$ cat src/rtl/tour_cmd_sequencer_pkg.sv
// tour_pkg: shared constants and types for the tour command sequencer.
//   - opcode and heading fields of the 16-bit movement command
//   - response bytes returned to the host
//   - sequencer state enum
//   - bit positions of the one-hot knight move encoding
// Optional feature macro used elsewhere in this slice: TOUR_UART_ABORT_EN.
package tour_pkg;

   // cmd[15:12] opcodes
   localparam logic [3:0] OP_MOVE         = 4'b0100;
   localparam logic [3:0] OP_MOVE_FANFARE = 4'b0101;

   // cmd[11:4] headings
   localparam logic [7:0] HDG_N = 8'h00;
   localparam logic [7:0] HDG_W = 8'h3F;
   localparam logic [7:0] HDG_S = 8'h7F;
   localparam logic [7:0] HDG_E = 8'hBF;

   // host response bytes
   localparam logic [7:0] RESP_ACK  = 8'hA5;
   localparam logic [7:0] RESP_DONE = 8'h5A;

   typedef enum logic [2:0] {
      IDLE,
      VERT,
      VERT_WAIT,
      HORZ,
      HORZ_WAIT
   } state_t;

   // Bit positions of the one-hot move, listed with (dx,dy)
   localparam int MV_B0 = 0;   // (+1,+2)
   localparam int MV_B1 = 1;   // (-1,+2)
   localparam int MV_B2 = 2;   // (-2,+1)
   localparam int MV_B3 = 3;   // (-2,-1)
   localparam int MV_B4 = 4;   // (-1,-2)
   localparam int MV_B5 = 5;   // (+1,-2)
   localparam int MV_B6 = 6;   // (+2,-1)
   localparam int MV_B7 = 7;   // (+2,+1)

   function automatic logic [15:0] make_cmd(input logic [3:0] op,
                                             input logic [7:0] hdg,
                                             input logic [3:0] squares);
      return {op, hdg, squares};
   endfunction

endpackage

$ cat src/rtl/tour_cmd_sequencer_if.sv
// tour_cmd_sequencer_if: command/response handshake bundle around the
// sequencer.
//   UART side     : cmd_UART, cmd_rdy_UART, clr_cmd_rdy_UART
//   cmd proc side : cmd, cmd_rdy, clr_cmd_rdy, send_resp
//   host response : resp
// modport master is the sequencer's view, modport slave is the
// surrounding UART wrapper / command processor view.
interface tour_cmd_sequencer_if;
   logic [15:0] cmd_UART;
   logic        cmd_rdy_UART;
   logic        clr_cmd_rdy_UART;
   logic [15:0] cmd;
   logic        cmd_rdy;
   logic        clr_cmd_rdy;
   logic        send_resp;
   logic [7:0]  resp;

   modport master (
      input  cmd_UART, cmd_rdy_UART, clr_cmd_rdy, send_resp,
      output clr_cmd_rdy_UART, cmd, cmd_rdy, resp
   );

   modport slave (
      output cmd_UART, cmd_rdy_UART, clr_cmd_rdy, send_resp,
      input  clr_cmd_rdy_UART, cmd, cmd_rdy, resp
   );
endinterface

$ cat src/rtl/tour_cmd_sequencer_knight_move_decode.sv
// knight_move_decode: combinational decode of a one-hot knight move.
//   move     in  8   one-hot move
//   dx, dy   out 3   signed displacement (0,0 for zero / non-one-hot)
//   vert_cmd out 16  {MOVE, N|S, |dy|}
//   horz_cmd out 16  {MOVE_FANFARE, E|W, |dx|}
module knight_move_decode
   import tour_pkg::*;
(
   input  logic [7:0]        move,
   output logic signed [2:0] dx,
   output logic signed [2:0] dy,
   output logic [15:0]       vert_cmd,
   output logic [15:0]       horz_cmd
);

   logic [2:0] dx_abs;
   logic [2:0] dy_abs;

   always_comb begin
      dx = 3'sd0;
      dy = 3'sd0;
      case (move)
         8'd1 << MV_B0: begin dx =  3'sd1; dy =  3'sd2; end
         8'd1 << MV_B1: begin dx = -3'sd1; dy =  3'sd2; end
         8'd1 << MV_B2: begin dx = -3'sd2; dy =  3'sd1; end
         8'd1 << MV_B3: begin dx = -3'sd2; dy = -3'sd1; end
         8'd1 << MV_B4: begin dx = -3'sd1; dy = -3'sd2; end
         8'd1 << MV_B5: begin dx =  3'sd1; dy = -3'sd2; end
         8'd1 << MV_B6: begin dx =  3'sd2; dy = -3'sd1; end
         8'd1 << MV_B7: begin dx =  3'sd2; dy =  3'sd1; end
         default:       begin dx =  3'sd0; dy =  3'sd0; end
      endcase
   end

   // Magnitudes never exceed 2, so a 3-bit two's-complement negate is safe.
   assign dx_abs = dx[2] ? (~dx + 3'd1) : dx;
   assign dy_abs = dy[2] ? (~dy + 3'd1) : dy;

   // A zero displacement falls on the N / E side of each compare, which is
   // the heading an invalid move should carry.
   assign vert_cmd = make_cmd(OP_MOVE, dy[2] ? HDG_S : HDG_N, {1'b0, dy_abs});
   assign horz_cmd = make_cmd(OP_MOVE_FANFARE, dx[2] ? HDG_W : HDG_E, {1'b0, dx_abs});

endmodule

$ cat src/rtl/tour_cmd_sequencer.sv
// tour_cmd_sequencer: between the tour solver and the command processor.
// In IDLE host UART commands pass straight through; after start_tour the
// stored tour is replayed as a vertical leg then a horizontal (fanfare) leg
// per knight move.
//   clk, rst_n  clock, asynchronous active-low reset
//   start_tour  in   one-cycle pulse, begin replay
//   move        in   one-hot move read combinationally at mv_indx
//   mv_indx     out  index of the move being replayed
//   bus         master modport: UART/cmd-proc handshakes and resp byte
// Optional: TOUR_UART_ABORT_EN lets a UART command arriving mid-tour abort
// the replay at the next send_resp.
module tour_cmd_sequencer
   import tour_pkg::*;
#(
   parameter int NUM_MOVES = 24
)(
   input  logic                 clk,
   input  logic                 rst_n,
   input  logic                 start_tour,
   input  logic [7:0]           move,
   output logic [4:0]           mv_indx,
   tour_cmd_sequencer_if.master bus
);

   state_t     state_reg;
   logic [4:0] mv_indx_reg;
   logic [15:0] vert_cmd;
   logic [15:0] horz_cmd;
   logic       last_move;
   logic       abort_hit;
   logic       tour_end;

   knight_move_decode u_decode (
      .move     (move),
      .dx       (),
      .dy       (),
      .vert_cmd (vert_cmd),
      .horz_cmd (horz_cmd)
   );

   assign last_move = (mv_indx_reg == 5'(NUM_MOVES - 1));

`ifdef TOUR_UART_ABORT_EN
   logic abort_reg;
   // A UART request seen on the same cycle as send_resp also aborts.
   assign abort_hit = abort_reg | bus.cmd_rdy_UART;
`else
   assign abort_hit = 1'b0;
`endif

   // Wait-state send_resp that returns to IDLE this cycle.
   assign tour_end = bus.send_resp &&
                     (((state_reg == VERT_WAIT) && abort_hit) ||
                      ((state_reg == HORZ_WAIT) && (last_move || abort_hit)));

   always_ff @(posedge clk or negedge rst_n) begin
      if (!rst_n) begin
         state_reg   <= IDLE;
         mv_indx_reg <= 5'd0;
`ifdef TOUR_UART_ABORT_EN
         abort_reg   <= 1'b0;
`endif
      end else begin
`ifdef TOUR_UART_ABORT_EN
         if (state_reg != IDLE && bus.cmd_rdy_UART)
            abort_reg <= 1'b1;
         if (state_reg == IDLE || tour_end)
            abort_reg <= 1'b0;
`endif
         case (state_reg)
            IDLE: begin
               if (start_tour) begin
                  state_reg   <= VERT;
                  mv_indx_reg <= 5'd0;
               end
            end
            VERT: begin
               if (bus.clr_cmd_rdy)
                  state_reg <= VERT_WAIT;
            end
            VERT_WAIT: begin
               if (bus.send_resp) begin
                  if (tour_end) begin
                     state_reg   <= IDLE;
                     mv_indx_reg <= 5'd0;
                  end else begin
                     state_reg <= HORZ;
                  end
               end
            end
            HORZ: begin
               if (bus.clr_cmd_rdy)
                  state_reg <= HORZ_WAIT;
            end
            HORZ_WAIT: begin
               if (bus.send_resp) begin
                  if (tour_end) begin
                     state_reg   <= IDLE;
                     mv_indx_reg <= 5'd0;
                  end else begin
                     state_reg   <= VERT;
                     mv_indx_reg <= mv_indx_reg + 5'd1;
                  end
               end
            end
            default: begin
               state_reg   <= IDLE;
               mv_indx_reg <= 5'd0;
            end
         endcase
      end
   end

   assign mv_indx = mv_indx_reg;

   always_comb begin
      bus.cmd              = bus.cmd_UART;
      bus.cmd_rdy          = bus.cmd_rdy_UART;
      bus.clr_cmd_rdy_UART = bus.clr_cmd_rdy;
      case (state_reg)
         IDLE: begin
            // start_tour takes priority; leave the UART command pending.
            if (start_tour) begin
               bus.cmd_rdy          = 1'b0;
               bus.clr_cmd_rdy_UART = 1'b0;
            end
         end
         VERT: begin
            bus.cmd              = vert_cmd;
            bus.cmd_rdy          = 1'b1;
            bus.clr_cmd_rdy_UART = 1'b0;
         end
         VERT_WAIT: begin
            bus.cmd              = vert_cmd;
            bus.cmd_rdy          = 1'b0;
            bus.clr_cmd_rdy_UART = 1'b0;
         end
         HORZ: begin
            bus.cmd              = horz_cmd;
            bus.cmd_rdy          = 1'b1;
            bus.clr_cmd_rdy_UART = 1'b0;
         end
         HORZ_WAIT: begin
            bus.cmd              = horz_cmd;
            bus.cmd_rdy          = 1'b0;
            bus.clr_cmd_rdy_UART = 1'b0;
         end
         default: begin
            bus.cmd_rdy          = 1'b0;
            bus.clr_cmd_rdy_UART = 1'b0;
         end
      endcase
   end

   // DONE in IDLE and on the send_resp that takes us back there.
   assign bus.resp = ((state_reg == IDLE) || tour_end) ? RESP_DONE : RESP_ACK;

endmodule

$ cat src/flat_wrapper.sv
// flat-port wrapper written by rule: the top's interface ports become plain ports
module tour_cmd_sequencer_flat import tour_pkg::*;
#(
   parameter int NUM_MOVES = 24
)
  (clk, rst_n, start_tour, move, mv_indx, bus_cmd_UART, bus_cmd_rdy_UART, bus_clr_cmd_rdy, bus_send_resp, bus_clr_cmd_rdy_UART, bus_cmd, bus_cmd_rdy, bus_resp);
  tour_cmd_sequencer_if bus_i ();
  input  logic clk;
  input  logic rst_n;
  input  logic start_tour;
  input  logic [7:0] move;
  output logic [4:0] mv_indx;
  input wire logic [$bits(bus_i.cmd_UART)-1:0] bus_cmd_UART;
  input wire logic [$bits(bus_i.cmd_rdy_UART)-1:0] bus_cmd_rdy_UART;
  input wire logic [$bits(bus_i.clr_cmd_rdy)-1:0] bus_clr_cmd_rdy;
  input wire logic [$bits(bus_i.send_resp)-1:0] bus_send_resp;
  output wire logic [$bits(bus_i.clr_cmd_rdy_UART)-1:0] bus_clr_cmd_rdy_UART;
  output wire logic [$bits(bus_i.cmd)-1:0] bus_cmd;
  output wire logic [$bits(bus_i.cmd_rdy)-1:0] bus_cmd_rdy;
  output wire logic [$bits(bus_i.resp)-1:0] bus_resp;
  assign bus_i.cmd_UART = bus_cmd_UART;
  assign bus_i.cmd_rdy_UART = bus_cmd_rdy_UART;
  assign bus_i.clr_cmd_rdy = bus_clr_cmd_rdy;
  assign bus_i.send_resp = bus_send_resp;
  assign bus_clr_cmd_rdy_UART = bus_i.clr_cmd_rdy_UART;
  assign bus_cmd = bus_i.cmd;
  assign bus_cmd_rdy = bus_i.cmd_rdy;
  assign bus_resp = bus_i.resp;
  tour_cmd_sequencer #(.NUM_MOVES(NUM_MOVES)) u_core (.clk(clk), .rst_n(rst_n), .start_tour(start_tour), .move(move), .mv_indx(mv_indx), .bus(bus_i));
endmodule
$ cat config.mk
export PLATFORM = sky130hd
export DESIGN_NAME = tour_cmd_sequencer_flat
export DESIGN_NICKNAME = d
export VERILOG_FILES = /design/src/rtl/tour_cmd_sequencer_pkg.sv /design/src/rtl/tour_cmd_sequencer_if.sv /design/src/rtl/tour_cmd_sequencer_knight_move_decode.sv /design/src/rtl/tour_cmd_sequencer.sv /design/src/flat_wrapper.sv
export SDC_FILE = /design/constraint.sdc
export NUM_CORES = 1
export LEC_CHECK = 0
export CORE_AREA = 5 5 77 96
export DETAILED_ROUTE_END_ITERATION = 6
export DIE_AREA = 0 0 82 101
export PLACE_DENSITY_LB_ADDON = 0.3
export SYNTH_ARGS = -nofsm -noshare
export SYNTH_HDL_FRONTEND = slang
export SYNTH_HIERARCHICAL = 1
export SYNTH_SLANG_ARGS = --single-unit
$ cat constraint.sdc
create_clock -name clk -period 6.2 [get_ports clk]
set_input_delay 1.24 -clock clk [delete_from_list [all_inputs] [get_ports clk]]
set_output_delay 1.24 -clock clk [all_outputs]
set_load 0.01 [all_outputs]
==> metrics.cfg <==
[outcome]
run_status=complete, no violations

[cells_and_area]
fillCellCount=736
n_antenna_cell=0
largest_reg_flops=5
utilization_pct=36.05
final_area_um2=2322
final_nets=301
area_delta_synth_final_pct=27.21
drive_above_1_share_pct=5.243
final_common_cell=clkdlybuf4s50_1
final_cell_mix=clkdlybuf4s50_1 (60), nor2b_1 (19), mux2i_1 (18), conb_1 (18)
stdcell_count=354

[sta]
tightest_slew_ps=1277
setup_viol=0
finalCritPeriodShare_pct=85.10
finalCriticalPeriod_ps=5277
fin_ws_ps=923.5
rsz0062_at_grt=false
finalHoldViolations=0
clock_skew_ps=7.661
relSlewSlack_pct=14.58
setup-tns-final_ps=0
max_freq_mhz=189.5
drv_slew=0

[setup_path]
endpoint_kind=output pin
cp-start-kind=primary input
crit_fanout=17
worstSetupPathType=primary input to output pin
critPathRequiredTime_ps=4960
cp.arrival_ps=4040

[clock_network]
cts_buffers=3
cts_hold_repair.buffers=0
cts_resized=0
cts.sinks=8
tritoncts=yes
cts-root-buf=clkbuf_8
clock_insertion_delay_worst_skew_ps=230
path_clk_slew_ps=40
h-tree-depth=1
clockBufferDepth=2
cts_setup_buffers=0

[routing]
drt-initial-drc-count=39
vias_per_cell=4.918
vias=1741
drc=0
ant_nets=0
first_pass_iters=4
routedWlPerCell_um=13.21
wl_um=4677

[place]
dp_cells=350
numPortBuffers=60
gp_congestion=0.7812
dpl_cell_area_um2=2277
pre_cts_ws_ps=912.9
dp_hpwl_um=3388

[job]
maxCapViolCount=0

[global_routing]
grt_usage_pct=10.89
grt_pass1_vias=1575
grt_pass1_wl_um=7286
grt_max_degree=46
grt_overflow_total=0
antenna_found_initial=0

[floorplan]
initial_core_util_pct=28.34
die-area_um2=8282
core_area_um2=6441
num_rows=33
die_x_um=82
io_pins=61
die_h_um=101

[power]
p_leak_uw=0.001035
p_per_area_nw_per_um2=414.3
ir_drop_mv=0.1846

[synthesis]
syn_inst=234
avgSynthCellArea_um2=7.801
syn_area_um2=1826
yosysWarningCount=6

[worst_hold_path]
hold_class=flop to flop

[routing by layer]
layer,up-vias,track usage [%],wire (um)
li1,875,-,-
met1,810,11.86,1944
met2,50,20.22,2363
met3,6,2.326,327
met4,0,3.708,41
met5,-,0,0
[worst max-delay path, cell delays in order]
cell             delay, ps
clkdlybuf4s50_1        470
nor4_1                 430
nand4b_1               170
nand3_2                310
nor2_1                  80
ha_1                   280
a21o_1                 120
mux2i_1                 70
a2bb2oi_1              180
o211a_1                150
clkdlybuf4s50_1        530
[final cells by class]
class	count	area (um^2)	share of cell area, %
Multi-Input combinational cell	187	1329	57.22
Timing Repair Buffer	62	615.6	26.51
Inverter	6	22.52	0.9698
Tap cell	87	108.9	4.687
Clock buffer	4	45.04	1.940
Sequential cell	8	201.4	8.675
[through the flow]
stage / hold slack, ps / power [uW]
after floorplan: 579.4 / 611.3
after global placement: 559.3 / 902.4
after detailed placement: 553.6 / 907.4
after CTS: 562.3 / 981.1
after global routing: 579.4 / 1042
final: 556.0 / 962.2
[final timing paths]
kind                                     start                  end  slack, ps  cells after the start
setup / recovery                       move[3]           bus_cmd[1]        920                     11
hold / removal               u_core/mv_indx[4]    u_core/mv_indx[4]        560                      1
setup reg to reg           u_core/state_reg[2]    u_core/mv_indx[1]       4230                      3
hold reg to reg              u_core/mv_indx[4]    u_core/mv_indx[4]        560                      1
max in group asynchronous                rst_n  u_core/state_reg[0]       4610                      1
min in group asynchronous                rst_n    u_core/mv_indx[3]       1300                      1
[power breakdown]
group          internal, uW  total, uW  switching, uW  leakage, uW
clock                  44.6       66.3           21.6    0.0000228
combinational           441        764            323     0.000907
sequential             62.8        132           69.1     0.000106
No activity file was read; power rests on OpenSTA's default activity.
